$ cat src/rtl/calc_pkg.sv
// Shared types and key decoding for the calculator input stage.
// The keypad scanner uses it to turn a latched row/column into a key class and value.
package calc_pkg;

  localparam logic [2:0] OP_ADD = 3'b001;
  localparam logic [2:0] OP_SUB = 3'b010;
  localparam logic [2:0] OP_MUL = 3'b011;

  typedef enum logic [2:0] {SCAN, DEBOUNCE, EMIT, HELD, RELEASE_DB} scan_state_t;

  typedef enum logic [2:0] {KEY_DIGIT, KEY_OP, KEY_EQ, KEY_CLR, KEY_NEG} key_class_t;

  typedef struct packed {
    key_class_t cls;
    logic [3:0] value;
  } key_info_t;

  // True when exactly one bit of an active-high vector is set.
  function automatic logic exactly_one(input logic [3:0] v);
    return (v != 4'd0) && ((v & (v - 4'd1)) == 4'd0);
  endfunction

  function automatic logic [1:0] row_index(input logic [3:0] row_low);
    logic [1:0] idx;
    case (row_low)
      4'b0001: idx = 2'd0;
      4'b0010: idx = 2'd1;
      4'b0100: idx = 2'd2;
      default: idx = 2'd3;
    endcase
    return idx;
  endfunction

  // Rows 0-2 hold digits 1-9 with an operator in column 3; row 3 is C 0 = +/-.
  function automatic key_info_t decode_key(input logic [1:0] row, input logic [1:0] col);
    key_info_t k;
    k.cls   = KEY_DIGIT;
    k.value = 4'd0;
    if (row == 2'd3) begin
      case (col)
        2'd0:    k.cls = KEY_CLR;
        2'd1:    k.cls = KEY_DIGIT;
        2'd2:    k.cls = KEY_EQ;
        default: k.cls = KEY_NEG;
      endcase
    end else if (col == 2'd3) begin
      k.cls = KEY_OP;
      case (row)
        2'd0:    k.value = {1'b0, OP_ADD};
        2'd1:    k.value = {1'b0, OP_SUB};
        default: k.value = {1'b0, OP_MUL};
      endcase
    end else begin
      k.value = ({2'b00, row} * 4'd3) + {2'b00, col} + 4'd1;
    end
    return k;
  endfunction

endpackage

$ cat src/rtl/keypad_scanner_sync2.sv
// Two-flop synchronizer for asynchronous inputs; resets to all ones so an
// idle pulled-up bus reads as inactive.
module sync2 #(
  parameter int WIDTH = 4
) (
  input  logic             clk,
  input  logic             rst,
  input  logic [WIDTH-1:0] d,
  output logic [WIDTH-1:0] q
);

  logic [WIDTH-1:0] meta_q, meta_d;
  logic [WIDTH-1:0] sync_q, sync_d;

  always_comb begin
    meta_d = d;
    sync_d = meta_q;
  end

  always_ff @(posedge clk) begin
    if (rst) begin
      meta_q <= '1;
      sync_q <= '1;
    end else begin
      meta_q <= meta_d;
      sync_q <= sync_d;
    end
  end

  assign q = sync_q;

endmodule

$ cat src/rtl/keypad_scanner.sv
// 4x4 matrix keypad scanner: drives columns in turn, debounces press and
// release, and emits one registered strobe per physical key press.
module keypad_scanner
  import calc_pkg::*;
#(
  parameter int SCAN_DIV        = 1000,
  parameter int DEBOUNCE_CYCLES = 200000
) (
  input  logic       clk,
  input  logic       nRST,
  input  logic [3:0] row_n,
  output logic [3:0] col_n,
  output logic       digit_strobe,
  output logic [3:0] digit,
  output logic       op_strobe,
  output logic [2:0] op,
  output logic       equal_strobe,
  output logic       clear_strobe,
  output logic       neg_strobe,
  output logic       key_held
);

  localparam int DW = (SCAN_DIV > 1) ? $clog2(SCAN_DIV) : 1;
  localparam int CW = (DEBOUNCE_CYCLES > 1) ? $clog2(DEBOUNCE_CYCLES) : 1;
  localparam logic [DW-1:0] DWELL_LAST = DW'(SCAN_DIV - 1);
  localparam logic [CW-1:0] CNT_LAST   = CW'(DEBOUNCE_CYCLES - 1);

  logic [3:0] row_s;

  sync2 #(.WIDTH(4)) u_row_sync (
    .clk (clk),
    .rst (nRST),
    .d   (row_n),
    .q   (row_s)
  );

  scan_state_t   state_q, state_d;
  logic [DW-1:0] dwell_q, dwell_d;
  logic [CW-1:0] cnt_q, cnt_d;
  logic [1:0]    col_q, col_d;
  logic [3:0]    row_lat_q, row_lat_d;
  logic          digit_strobe_q, digit_strobe_d;
  logic          op_strobe_q, op_strobe_d;
  logic          equal_strobe_q, equal_strobe_d;
  logic          clear_strobe_q, clear_strobe_d;
  logic          neg_strobe_q, neg_strobe_d;
  logic [3:0]    digit_q, digit_d;
  logic [2:0]    op_q, op_d;
  logic          key_held_q, key_held_d;
  key_info_t     key;

  always_comb begin
    key            = decode_key(row_index(~row_lat_q), col_q);
    state_d        = state_q;
    dwell_d        = dwell_q;
    cnt_d          = cnt_q;
    col_d          = col_q;
    row_lat_d      = row_lat_q;
    digit_strobe_d = 1'b0;
    op_strobe_d    = 1'b0;
    equal_strobe_d = 1'b0;
    clear_strobe_d = 1'b0;
    neg_strobe_d   = 1'b0;
    digit_d        = digit_q;
    op_d           = op_q;
    key_held_d     = key_held_q;

    case (state_q)
      SCAN: begin
        if (dwell_q == DWELL_LAST) begin
          dwell_d = '0;
          if (exactly_one(~row_s)) begin
            row_lat_d = row_s;
            cnt_d     = '0;
            state_d   = DEBOUNCE;
          end else begin
            col_d = col_q + 2'd1;
          end
        end else begin
          dwell_d = dwell_q + DW'(1);
        end
      end
      DEBOUNCE: begin
        if (row_s != row_lat_q) begin
          dwell_d = '0;
          state_d = SCAN;
        end else if (cnt_q == CNT_LAST) begin
          // Strobes are registered here so they are high exactly while in EMIT.
          state_d    = EMIT;
          key_held_d = 1'b1;
          case (key.cls)
            KEY_DIGIT: begin
              digit_strobe_d = 1'b1;
              digit_d        = key.value;
            end
            KEY_OP: begin
              op_strobe_d = 1'b1;
              op_d        = key.value[2:0];
            end
            KEY_EQ:  equal_strobe_d = 1'b1;
            KEY_CLR: clear_strobe_d = 1'b1;
            default: neg_strobe_d   = 1'b1;
          endcase
        end else begin
          cnt_d = cnt_q + CW'(1);
        end
      end
      EMIT: state_d = HELD;
      HELD: begin
        if (&row_s) begin
          cnt_d   = '0;
          state_d = RELEASE_DB;
        end
      end
      RELEASE_DB: begin
        if (!(&row_s)) begin
          cnt_d = '0;
        end else if (cnt_q == CNT_LAST) begin
          key_held_d = 1'b0;
          col_d      = 2'd0;
          dwell_d    = '0;
          state_d    = SCAN;
        end else begin
          cnt_d = cnt_q + CW'(1);
        end
      end
      default: state_d = SCAN;
    endcase
  end

  always_ff @(posedge clk) begin
    if (nRST) begin
      state_q        <= SCAN;
      dwell_q        <= '0;
      cnt_q          <= '0;
      col_q          <= 2'd0;
      row_lat_q      <= 4'hF;
      digit_strobe_q <= 1'b0;
      op_strobe_q    <= 1'b0;
      equal_strobe_q <= 1'b0;
      clear_strobe_q <= 1'b0;
      neg_strobe_q   <= 1'b0;
      digit_q        <= 4'd0;
      op_q           <= 3'd0;
      key_held_q     <= 1'b0;
    end else begin
      state_q        <= state_d;
      dwell_q        <= dwell_d;
      cnt_q          <= cnt_d;
      col_q          <= col_d;
      row_lat_q      <= row_lat_d;
      digit_strobe_q <= digit_strobe_d;
      op_strobe_q    <= op_strobe_d;
      equal_strobe_q <= equal_strobe_d;
      clear_strobe_q <= clear_strobe_d;
      neg_strobe_q   <= neg_strobe_d;
      digit_q        <= digit_d;
      op_q           <= op_d;
      key_held_q     <= key_held_d;
    end
  end

  assign col_n        = ~(4'b0001 << col_q);
  assign digit_strobe = digit_strobe_q;
  assign op_strobe    = op_strobe_q;
  assign equal_strobe = equal_strobe_q;
  assign clear_strobe = clear_strobe_q;
  assign neg_strobe   = neg_strobe_q;
  assign digit        = digit_q;
  assign op           = op_q;
  assign key_held     = key_held_q;

endmodule

$ cat config.mk
export PLATFORM = sky130hd
export DESIGN_NAME = keypad_scanner
export DESIGN_NICKNAME = d
export VERILOG_FILES = /design/src/rtl/calc_pkg.sv /design/src/rtl/keypad_scanner_sync2.sv /design/src/rtl/keypad_scanner.sv
export SDC_FILE = /design/constraint.sdc
export NUM_CORES = 1
export LEC_CHECK = 0
export CAP_MARGIN = 40
export CELL_PAD_IN_SITES_DETAIL_PLACEMENT = 1
export CELL_PAD_IN_SITES_GLOBAL_PLACEMENT = 2
export CORE_MARGIN = 2
export CORE_UTILIZATION = 33
export CTS_CLUSTER_DIAMETER = 150
export CTS_CLUSTER_SIZE = 14
export DETAILED_ROUTE_END_ITERATION = 8
export MAX_ROUTING_LAYER = met4
export PLACE_DENSITY = 0.85
export SLEW_MARGIN = 20
export SYNTH_ARGS = -nofsm -noshare
export SYNTH_HDL_FRONTEND = slang
export SYNTH_SLANG_ARGS = --single-unit
$ cat constraint.sdc
create_clock -name clk -period 2.1 [get_ports clk]
set_clock_uncertainty 0.2 [all_clocks]
set_input_delay 0.63 -clock clk [delete_from_list [all_inputs] [get_ports clk]]
set_output_delay 0.63 -clock clk [all_outputs]
set_load 0.005 [all_outputs]
* Yosys cells after proc, flatten, opt, wreduce, memory -nomap -nowiden
Cells that the tools add are included.
** Storage, ports and cells
- Bits in registers :: 58
- Latch bits :: 0
- Logic and storage cells :: 122
- Bits of input ports :: 6
- Output and inout port bits :: 17
- RAM bits :: 0
- Memories kept :: 0
- Memory bits (read-only) :: 0
** Cells by class
- Reduce and logical (&&, ||, !) cells :: 22
- Bitwise gates (word level) :: 7
- Divide/modulo/power cells :: 0
- Multiplexer cells :: 42
- Shift-type cells :: 1
- Add/sub/neg operators :: 6
- Equal/unequal tests :: 28
- $lt $le $gt $ge :: 0
- Multipliers :: 1
** Operators with widths (number)
- 18-bit 2-to-1 mux :: 6
- 18-bit one-hot mux with 4 select lines :: 1
- 10-bit 2-to-1 mux :: 4
- 10-bit one-hot mux with 3 select lines :: 1
- 3-bit 2-to-1 mux :: 8
- 18-bit by 1-bit adder with 18-bit output (second input constant) :: 1
- 18-bit == test (second input constant) :: 1
- 2-bit != test (second input constant) :: 9
- 4-bit AND reduction :: 4
- 3-bit one-hot mux with 5 select lines :: 1
- 5-bit AND reduction :: 3
- 3-bit by 2-bit == test with 1-bit output (second input constant) :: 4
- 4-bit inverter :: 3
- 10-bit by 1-bit adder with 10-bit output (second input constant) :: 1
- 10-bit == test (second input constant) :: 1
- 1-bit 2-to-1 mux :: 10
- 3-bit one-hot mux with 3 select lines :: 1
- 2-bit 2-to-1 mux :: 4
- 4-bit 2-to-1 mux :: 2
- 2-bit one-hot mux with 2 select lines :: 2
- 4-bit nonzero test :: 2
- 4-bit OR reduction :: 2
- 2-bit == test (second input constant) :: 3
- 3-bit by 1-bit == test with 1-bit output (second input constant) :: 2
- other kinds (25) :: 31

* Longest topological paths before layout
Gate-level depths: netlist of run 1.
- Depth after elaboration :: 8
- Mapped depth :: 10
- Depth with buffers taken out :: 10

* By module
A second synthesis of run 1 with hierarchy kept.
** Second synthesis, totals
- Cells, all modules :: 380
- Area total of the unflattened synthesis :: 3168.0 µm²
** Modules (own cells, without submodules)
- keypad_scanner :: cells an instance 364, instances 1, area an instance 2957.8 µm², sequential area each 1001.0 µm²
- sync2 :: cells an instance 16, instances 1, area an instance 210.2 µm², sequential area each 160.2 µm²

* Worst setup path before layout of run 1
No wires, ideal clock.
- Kind :: register to register
- Start point :: register row_lat_q[2]
- End point :: register digit_q[3] (netlist: digit[3])
- Buffers on the path :: 0
- Stages on the path, launching flop included :: 9
- Period minus slack after synthesis :: 2.342 ns
- Library setup time :: 0.073 ns
- Data required time :: 1.827 ns
- Arrival :: 2.069 ns
- Slack :: -0.242 ns
- Cell sequence :: dfxtp_1 nand4b_1 ha_1 ha_1 ha_1 a21o_1 a21oi_1 or4_1 mux2i_1
** Between the ends
- Longest elaborated chain between the ends :: 8
- Elaborated cells between the ends (all ways) :: 16
- Classes of those cells :: add/sub (2); mul (1); eq/ne (5); mux (4); bitwise (2); reduce/logical (2)
** RTL lines
- start, declared :: line keypad_scanner.sv:41 : logic [3:0] row_lat_q, row_lat_d;
- start signal, assigned :: line keypad_scanner.sv:151 : row_lat_q <= row_lat_d;
- 4-bit inverter :: line keypad_scanner.sv:53 : key = decode_key(row_index(~row_lat_q), col_q);
- 4-bit by 3-bit == test with 1-bit output, or another cell as far along :: line calc_pkg.sv:25 : case (row_low)
- 2-bit one-hot mux with 3 select lines :: line calc_pkg.sv:25
- 2-bit by 2-bit multiplier with 4-bit output :: line calc_pkg.sv:54 : k.value = ({2'b00, row} * 4'd3) + {2'b00, col} + 4'd1;
- 4-bit by 2-bit adder with 4-bit output :: line calc_pkg.sv:54
- 4-bit by 1-bit adder with 4-bit output :: line calc_pkg.sv:54
- 4-bit 2-to-1 mux :: line calc_pkg.sv:46 : end else if (col == 2'd3) begin
- 4-bit 2-to-1 mux :: line calc_pkg.sv:39 : if (row == 2'd3) begin
- end signal, assigned :: line keypad_scanner.sv:157 : digit_q <= digit_d;
- end, declared :: line keypad_scanner.sv:47 : logic [3:0] digit_q, digit_d;
Parallel ways exist; a longest one is shown, timed or not.
A chain may end at the register's enable or synchronous reset.

* Final worst setup path of run 1
- Start point :: register row_lat_q[1]
- End point :: register op_q[1] (netlist: op[1])
** Between the ends
- Longest elaborated chain between the ends :: 8
- Elaborated cells between the ends (all ways) :: 19
- Classes of those cells :: add/sub (2); mul (1); eq/ne (7); mux (5); bitwise (2); reduce/logical (2)
** RTL lines
- 4-bit inverter :: line keypad_scanner.sv:53
- 4-bit by 3-bit == test with 1-bit output, or another cell as far along :: line calc_pkg.sv:25
- 2-bit one-hot mux with 3 select lines :: line calc_pkg.sv:25
- 2-bit by 2-bit multiplier with 4-bit output :: line calc_pkg.sv:54
- 4-bit by 2-bit adder with 4-bit output :: line calc_pkg.sv:54
- 4-bit by 1-bit adder with 4-bit output :: line calc_pkg.sv:54
- 4-bit 2-to-1 mux :: line calc_pkg.sv:46
- 4-bit 2-to-1 mux :: line calc_pkg.sv:39
- end signal, assigned :: line keypad_scanner.sv:158 : op_q <= op_d;
- end, declared :: line keypad_scanner.sv:48 : logic [2:0] op_q, op_d;
Parallel ways exist; a longest one is shown, timed or not.

==> results of run 1 <==
==> kinds of logic after synthesis <==
group                    share of synthesized area, %
XOR/XNOR                                         1.85
buffers and inverters                            5.56
adder cells (fa/ha/maj)                          5.14
flip-flops                                       35.1
AND/OR/NAND/NOR                                  25.0
AO/OA/AOI/OAI                                    24.3
multiplexers                                     3.10
==> synth_stat cells (3+ instances only) <==
cell | instances | share of area (%)
or2_2 | 10 | 1.9
a211o_1 | 3 | 0.79
nand2b_1 | 3 | 0.57
xnor2_1 | 6 | 1.6
a41oi_1 | 5 | 1.3
ha_1 | 12 | 4.5
a311oi_2 | 10 | 4.5
nand4b_1 | 3 | 0.79
clkbuf_1 | 8 | 0.91
o21ai_0 | 7 | 1.1
nand3_1 | 22 | 3.3
and3_1 | 5 | 0.94
nor3_1 | 4 | 0.60
nand4_1 | 10 | 1.9
nor4_1 | 4 | 0.76
mux2i_1 | 8 | 2.4
buf_2 | 6 | 0.91
a211oi_1 | 3 | 0.68
nand2_1 | 39 | 4.4
a31oi_1 | 13 | 2.5
o221a_2 | 3 | 1.0
a311oi_1 | 9 | 2.4
a21oi_1 | 19 | 2.9
nor2_1 | 17 | 1.9
dfxtp_1 | 58 | 35
inv_1 | 15 | 1.7
nor2b_1 | 4 | 0.76
buf_6 | 5 | 1.7
o211ai_1 | 3 | 0.68
==> sequential cells by signal, summed over array words and instances (netlist names), 2 cells and up <==
name               cells
state_q                3
op                     3
dwell_q               10
u_row_sync.meta_q      4
u_row_sync.q           4
row_lat_q              4
col_q                  2
digit                  4
cnt_q                 18
==> routing by layer <==
layer / track usage (%) / vias to the layer above
met2: 37.3 / 64
met5: - / -
met1: 26.4 / 1741
met3: 5.14 / 28
met4: 8.20 / 0
li1: - / 1597
==> worst reg2reg max path, cell delays in order, from the launching register on <==
cell and delay (ps):
dfxtp_2 330, nand4b_1 270, ha_4 340, ha_4 200, buf_4 130, inv_2 50
fa_2 430, o21ai_2 110, nand3_1 140, mux2i_1 220
==> power by group <==
part | switching, mW | internal [mW]
Sequential | 0.0184 | 1.11
Clock | 0.495 | 0.849
Combinational | 0.0735 | 0.0661
Total | 0.587 | 2.02
==> worst paths after layout <==
kind                        start         endpoint  slack (ps)
max                  row_lat_q[1]            op[1]        -420
min          u_row_sync.meta_q[3]  u_row_sync.q[3]         210
max reg2reg          row_lat_q[1]            op[1]        -420
min reg2reg  u_row_sync.meta_q[3]  u_row_sync.q[3]         210
==> final cells by class <==
| class | count | area share [%] |
|---|---|---|
| Clock inverter | 5 | 2.00 |
| Inverter | 16 | 1.40 |
| Clock buffer | 11 | 3.03 |
| Multi-Input combinational cell | 273 | 47.6 |
| Tap cell | 133 | 3.33 |
| Timing Repair Buffer | 110 | 18.8 |
| Sequential cell | 58 | 23.8 |
==> stage by stage <==
step	setup WS (ps)	hold slack, ps
floorplan	-173	189
global placement	-175	190
detailed placement	-258	205
CTS	-246	210
global route	-515	231
finish	-423	208
==> repair_timing <==
item                                    CTS  global route
gates resized for setup                  56            64
pin swaps                                14            31
setup buffers                            18            12
gates cloned                              1             1
endpoints found under the setup margin   28            47
==> run metrics, run 1 <==
outcome=complete, but fails checks; violated checks=setup timing; most used cell, CP=ha_4; Fill cells=1,103; most frequent cells in the layout=78 x buf_4, 41 x dfxtp_1, 33 x nand2_1; Clock Tree Buf Depth=2; Worst EP arrival=2590 ps; Met1 Routed Length=5380 um; All-Layer GR Usage=22.4%; Clock Tree Root=clkbuf_8; path depth of the worst reg2reg path=9; Antenna Cells=0; synth-to-layout area growth=51.1%; Distinct cells, synth=71; TritonCTS clock tree=built; area of the multi-input gates=0.00238 mm^2; VDD IR max=0.443 mV; Slew headroom=72.3%; Yosys reg bits=58; CTS sink count=58; min Tclk post-route=2520 ps; final setup vio count=12; drt via density=5.66; critical path cell sequence=nand4b_1 > ha_4 > ha_4 > buf_4 > inv_2 > fa_2 > o21ai_2 > nand3_1 > mux2i_1; Cell Area, Synth=0.00331 mm^2; Synth async-reset ratio=0%; clk_lat worst skew=360 ps; drt total wl=12,700 um; Seq/Total Area, Yosys=35.1%; first drt pass iteration count=4; fin util=51.2%; initial antenna violation count=0; maximum number of pins on one net before global-route repair=27; hold depth=1; Hold Violations, Final=0; Synth Instances=366; Initial Util=33.9%; Placer Congestion=0.803; io pins=23; WP data required=2170 ps; clock transition at the registers of the reported paths=80 ps; Total Power=2.61 mW; final net count=487; FF/Latch Area=0.00119 mm^2; PortBufs=22; setup TNS=-2110 ps; post-cts hold buffer count=0; number of synthesized flops with an enable pin=0; final std cells w/o fill=606; vias in the first global route=3,543; CP max stage cell=fa_2; drt wl/cell=20.9 um; row count=36; DRC Markers=0; die height=104 um; Inserted Clock Buffers=9; RSZ-0062 raised after global routing=true; Setup CP Type=flop to flop; Max Fclk=0.396 GHz; Final Max Slew Viols=0; WL met2=6560 um; Final Cell Area=0.00500 mm^2; layout cells sized above 1=47.4%; syn avg cell area=9.05 um^2; commonest non-fill, non-tap cell in the layout=buf_4; first-pass GRT wire length=18,800 um; Leakage=1.87 nW; maxcap violations=0; power per cell area=522 mW/mm^2; placed cell areas=0.00404 mm^2; stages on the worst setup path=9; met3 wire length=400 um; Worst Hold Class=flop to flop; worst-path fanout max=3; ys flop type=dfxtp_1; synth warn=0; CP bufs+invs=2; Syn Nets=385; final setup margin=-423 ps; CP peak stage delay=420 ps; CP delay by family, top=adder cells; H-tree depth=3; fin crit share=120%; DRT iter0 DRCs=139; GRT overflow=0; die width=104 um; placed cell count=560; Die ar.=0.0108 mm^2; Vias=3,430; Antenna Nets Post-Route=0; Startpoint Class=flop; Least-Margin Pin Slew=413 ps; critical path endpoint category=flop; post-DP HPWL=7290 um; top layer in use=met4; core area=0.00977 mm^2
Power figures use the tool's default switching activity.
==> inputs of run 2 (changes only) <==
--- a/config.mk
+++ b/config.mk
@@ -10,11 +10,12 @@
 export CELL_PAD_IN_SITES_GLOBAL_PLACEMENT = 2
 export CORE_MARGIN = 2
 export CORE_UTILIZATION = 33
-export CTS_CLUSTER_DIAMETER = 150
+export CTS_CLUSTER_DIAMETER = 60
 export CTS_CLUSTER_SIZE = 14
 export DETAILED_ROUTE_END_ITERATION = 8
+export GPL_TIMING_DRIVEN = 0
 export MAX_ROUTING_LAYER = met4
-export PLACE_DENSITY = 0.85
+export PLACE_DENSITY_LB_ADDON = 0.1
 export SLEW_MARGIN = 20
 export SYNTH_ARGS = -nofsm -noshare
 export SYNTH_HDL_FRONTEND = slang
==> run 2 against run 1 <==
  * Cell count is 3.0% lower
  * Routed wire length is 15% lower
  * Design area is 2.8% lower
  * Count of clock-buffer cells in the layout is 3 higher
  * Clock power is 27% lower
  * Fmax is 4.1% higher
  * The flow still finishes with violations (setup timing)
  * Critical endpoint is now digit[3]
  * Sequential power hardly changed
  * Global-route usage is 2.2 points lower
  * Largest power group is now sequential cells
  * Register-to-register slack better by 99 ps
  * Sequential share of layout area is 0.66 points higher
==> run metrics, run 2 (synthesis gave the netlist of run 1 again) <==
outcome=complete, but fails checks (unchanged); final hold slack=215 ps (was 208 ps); pre-CTS setup slack=-583 ps (was -258 ps); Inserted Clock Buffers=9 (unchanged); path depth of the worst reg2reg path=8 (was 9); io pins=23 (unchanged); placed cell count=521 (was 560); first drt pass iteration count=4 (unchanged); min Tclk post-route=2420 ps (was 2520 ps); final setup margin=-324 ps (was -423 ps); Setup CP Type=flop to flop (unchanged); Antenna Cells=0 (unchanged); PortBufs=21 (was 22); die height=104 um (unchanged); DRC Markers=0 (unchanged); layout cells sized above 1=44.6% (was 47.4%); row count=36 (unchanged); critical path endpoint category=flop (unchanged); initial antenna violation count=0 (unchanged); maxcap violations=0 (unchanged); clock share of power=44.1% (was 51.5%); WP data required=2180 ps (was 2170 ps); fin crit share=115% (was 120%); Clock Tree Root=clkbuf_8 (unchanged); core area=0.00977 mm^2 (unchanged); P_int=1.68 mW (was 2.02 mW); Final Cell Area=0.00486 mm^2 (was 0.00500 mm^2); violated checks=setup timing (unchanged); drt wl/cell=18.4 um (was 20.9 um); Least-Margin Pin Slew=742 ps (was 413 ps); clock transition at the registers of the reported paths=70 ps (was 80 ps); maximum number of pins on one net before global-route repair=11 (was 27); H-tree depth=3 (unchanged); Initial Util=33.9% (unchanged); switching power=541 uW (was 587 uW); setup TNS=-1070 ps (was -2110 ps); Slew headroom=50.6% (was 72.3%); Final Max Slew Viols=0 (unchanged); final net count=469 (was 487); register share of total power=50.2% (was 43.2%); Max Fclk=0.413 GHz (was 0.396 GHz); Gate power share=5.6% (was 5.3%); Die ar.=0.0108 mm^2 (unchanged); post-DP HPWL=6780 um (was 7290 um); Clock Tree Buf Depth=2 (unchanged); Reg with most FFs=cnt_q (unchanged); Worst Hold Class=flop to flop (unchanged); Total Power=2.22 mW (was 2.61 mW); placed cell areas=0.00371 mm^2 (was 0.00404 mm^2); final setup vio count=5 (was 12); most frequent cells in the layout=44 x buf_4, 44 x dfxtp_1, 35 x nand2_1 (was 78 x buf_4, 41 x dfxtp_1, 33 x nand2_1); Leakage=1.74 nW (was 1.87 nW); TritonCTS clock tree=built (unchanged); vias in the first global route=3,276 (was 3,543); synth-to-layout area growth=46.8% (was 51.1%); GRT overflow=0 (unchanged); drt total wl=10,800 um (was 12,700 um); Worst EP arrival=2500 ps (was 2590 ps); drt via density=5.46 (was 5.66); clk_lat worst skew=340 ps (was 360 ps); post-cts hold buffer count=0 (unchanged); fin util=49.7% (was 51.2%); VDD IR max=0.390 mV (was 0.443 mV); DRT iter0 DRCs=95 (was 139); Placer Congestion=0.792 (was 0.803); final std cells w/o fill=588 (was 606); All-Layer GR Usage=20.2% (was 22.4%); RSZ-0062 raised after global routing=true (unchanged); Startpoint Class=flop (unchanged); Hold Violations, Final=0 (unchanged); Antenna Nets Post-Route=0 (unchanged); die width=104 um (unchanged); first-pass GRT wire length=17,100 um (was 18,800 um); Fill cells=1,096 (was 1,103); power per cell area=457 mW/mm^2 (was 522 mW/mm^2); max reg flops=18 (unchanged); Vias=3,212 (was 3,430); Switching Share=24.3% (was 22.5%); CTS sink count=58 (unchanged); hold depth=1 (unchanged); Largest regs=cnt_q (18), dwell_q (10) (unchanged); worst-path fanout max=5 (was 3)
run 2: cell types whose count changed in the layout (fill, tap and decap cells not counted), moves of 4 or more:
cell and change:
buf_4 -34, clkbuf_1 +9, buf_6 +7, dfxtp_2 -4
nor2_4 +4
run 2: final timing paths:
kind                                           start              end  slack, ps
worst min register to register  u_row_sync.meta_q[2]  u_row_sync.q[2]        210
worst max-delay path                    row_lat_q[1]         digit[3]       -320
worst min-delay path            u_row_sync.meta_q[2]  u_row_sync.q[2]        210
worst max register to register          row_lat_q[1]         digit[3]       -320
run 2: layout make-up:
cell class                 instances  area (um^2)  area share [%]
buffer                            17          126            2.60
clock buffer                      14          173            3.55
clock inverter                     2         10.0           0.206
inverter                          16         72.6            1.49
multi-input combinational        272         2450            50.4
sequential                        58         1190            24.5
tap                              133          166            3.42
timing repair buffer              76          671            13.8
run 2: repair_timing:
| item | CTS | global route |
|---|---|---|
| cloned | 2 | 0 |
| pin swaps | 29 | 27 |
| setup buffers | 37 | 17 |
| endpoints found under the setup margin | 53 | 46 |
| resized for setup | 93 | 55 |
run 2: power groups by stage:
stage	Combinational [mW]	Clock, mW	Sequential (mW)
finish	0.125	0.981	1.12
global route	0.136	1.05	1.12
CTS	0.113	1.01	1.12
detailed placement	0.110	0	1.14
global placement	0.107	0	1.14
floorplan	0.0767	0	1.14
run 2: critical path, stage by stage (launching register included):
cell and delay [ps]:
dfxtp_4 360, nand4b_1 270, ha_4 310, ha_4 250
ha_4 260, a21o_1 120, a21oi_2 60, or4_4 420
mux2i_1 120
run 2: layer usage:
layer | share of wire, % | vias to the layer above | global-route usage [%]
li1 | - | 1562 | -
met2 | 51 | 21 | 33.4
met1 | 47 | 1615 | 25.5
met4 | 1.2 | 0 | 5.21
met5 | 0 | - | -
met3 | 1.6 | 14 | 3.76
==> patch (flow settings as in run 1) <==
Add an input register stage for `row_n`, without a reset; this delays it by one clock.
--- a/src/rtl/keypad_scanner.sv
+++ b/src/rtl/keypad_scanner.sv
@@ -27,2 +27,8 @@
 
+  logic [3:0] row_n_q;
+
+  always_ff @(posedge clk) begin
+    row_n_q <= row_n;
+  end
+
   logic [3:0] row_s;
@@ -32,3 +38,3 @@
     .rst (nRST),
-    .d   (row_n),
+    .d   (row_n_q),
     .q   (row_s)
Function: same outputs for any inputs over 10 cycles, from zero or initial values and one cycle with nRST high; that may be too few to reach the edited logic, so the function may still have changed.
==> patch against run 1 <==
The run still ends with setup timing left. Hold slack improved by 0.025 ns. Cell count grew 1.5%. Synthesized area decreased by 4.3%. Sequential cell count up 4. Routed wire length fell by 2.7%. Worst setup slack improved by 0.047 ns. Cell area is 1.3% higher. First-iteration DRC count down 17%.
Power is not compared: it rests on default switching activity, and its combinational part moved more than twofold at a synthesized area within 25%.
==> patch: results (changes against run 1) <==
- Max incr delay on CP: 0.47 ns (+0.05 ns)
- Outcome: finished, violations left
- Failing checks: setup timing
- CTS root buffer: clkbuf_8
- Drt total wl: 12300 um (-2.7%)
- Vias in the first global route: 3492 (-1.4%)
- Cell area after placement: 0.00426 mm2 (+5.4%)
- GRT Overall Usage: 0.226 (+0.00184)
- Final net count: 500 (+2.7%)
- # setup viols final: 37 (+25)
- Largest net degree at the start of global routing: 21 (-22%)
- Post-route setup slack: -0.376 ns (+0.0473 ns)
- Post-synth EDFFs: 0 (unchanged)
- Reg with most FFs: cnt_q
- Drt initial violations: 115 (-17%)
- First-pass GRT wire length: 17600 um (-6.1%)
- Setup TNS: -6.36 ns (-4.24 ns)
- DP HPWL: 6910 um (-5.3%)
- Via count: 3362 (-2.0%)
- DRT Pass-1 Iters: 4 (unchanged)
- Layout cells sized above 1: 0.469 (-0.00444)
- Syn Nets: 375 (-2.6%)
- Filler cell count: 1042 (-5.5%)
- Slew @ Worst Pin: 0.501 ns (+0.0874 ns)
- Slowest cell on crit path: or4b_1
- Final Non-Filler Cells: 615 (+1.5%)
- Synth top area cells: dfxtp_1, ha_1, a21oi_1
- Hold Worst Slack: 0.233 ns (+0.0251 ns)
- Place WS: -0.303 ns (-0.0453 ns)
- Mapped Cells: 356 (-2.7%)
- Initial antenna violation count: 0 (unchanged)
- Commonest cells post-synth: dfxtp_1, nand2_1, nor2_1
- Placed instance count: 577 (+3.0%)
- Critical path data arrival time: 2.56 ns (-0.03 ns)
- Seq/Total Area, Yosys: 0.392 (+0.0409)
- Synth unique cells: 61 (-14%)
[patch: cell count changes after synthesis, moves of 8 or more]
cell             run 1  this run
nor2_1              17        30
a311oi_2            10         0
a21oi_1             19        28
and3_1               5        13
[patch: timing repair]
| item | 4_1_cts | 5_1_grt |
|---|---|---|
| endpoints found under the setup margin | 41 | 50 |
| pin swaps | 22 | 27 |
| gates cloned | 1 | 0 |
| buffers inserted | 12 | 11 |
| resized for setup | 74 | 33 |
[patch: layout make-up]
| class | instances | area [um2] | area share |
|---|---|---|---|
| Timing Repair Buffer | 126 | 1060 | 0.209 |
| Clock buffer | 9 | 124 | 0.0245 |
| Sequential cell | 62 | 1270 | 0.252 |
| Tap cell | 129 | 161 | 0.0319 |
| Clock inverter | 7 | 97.6 | 0.0193 |
| Multi-Input combinational cell | 267 | 2290 | 0.452 |
| Inverter | 15 | 60.1 | 0.0119 |
[patch: metal layers]
metal,up-vias,global-route usage,wire length (um)
met2,86,0.406,6600
met3,43,0.0472,337
li1,1547,-,-
met1,1686,0.242,4980
met5,-,-,0
met4,0,0.0872,414
[patch: path summary, 6_finish.rpt]
| kind | from | to | cells after the start |
|---|---|---|---|
| worst max register to register | row_lat_q[1] | digit[3] | 8 |
| worst min register to register | row_n_q[0] | u_row_sync.meta_q[0] | 1 |
| worst max-delay path | row_lat_q[1] | digit[3] | 8 |
| worst min-delay path | row_n_q[0] | u_row_sync.meta_q[0] | 1 |
[patch: cells by family after synthesis]
logic type	synth area share
xor gates and xnor gates	0.0509
muxes	0.0253
and+or+nand+nor	0.294
adders and majority gates	0.0537
buffers and inverters	0.0371
DFF	0.392
AOI/OAI and AO/OA	0.148
[patch: where the power goes]
group          internal [W]  switching, W
Combinational      0.000212      0.000257
Sequential          0.00120     0.0000258
Clock              0.000672      0.000542
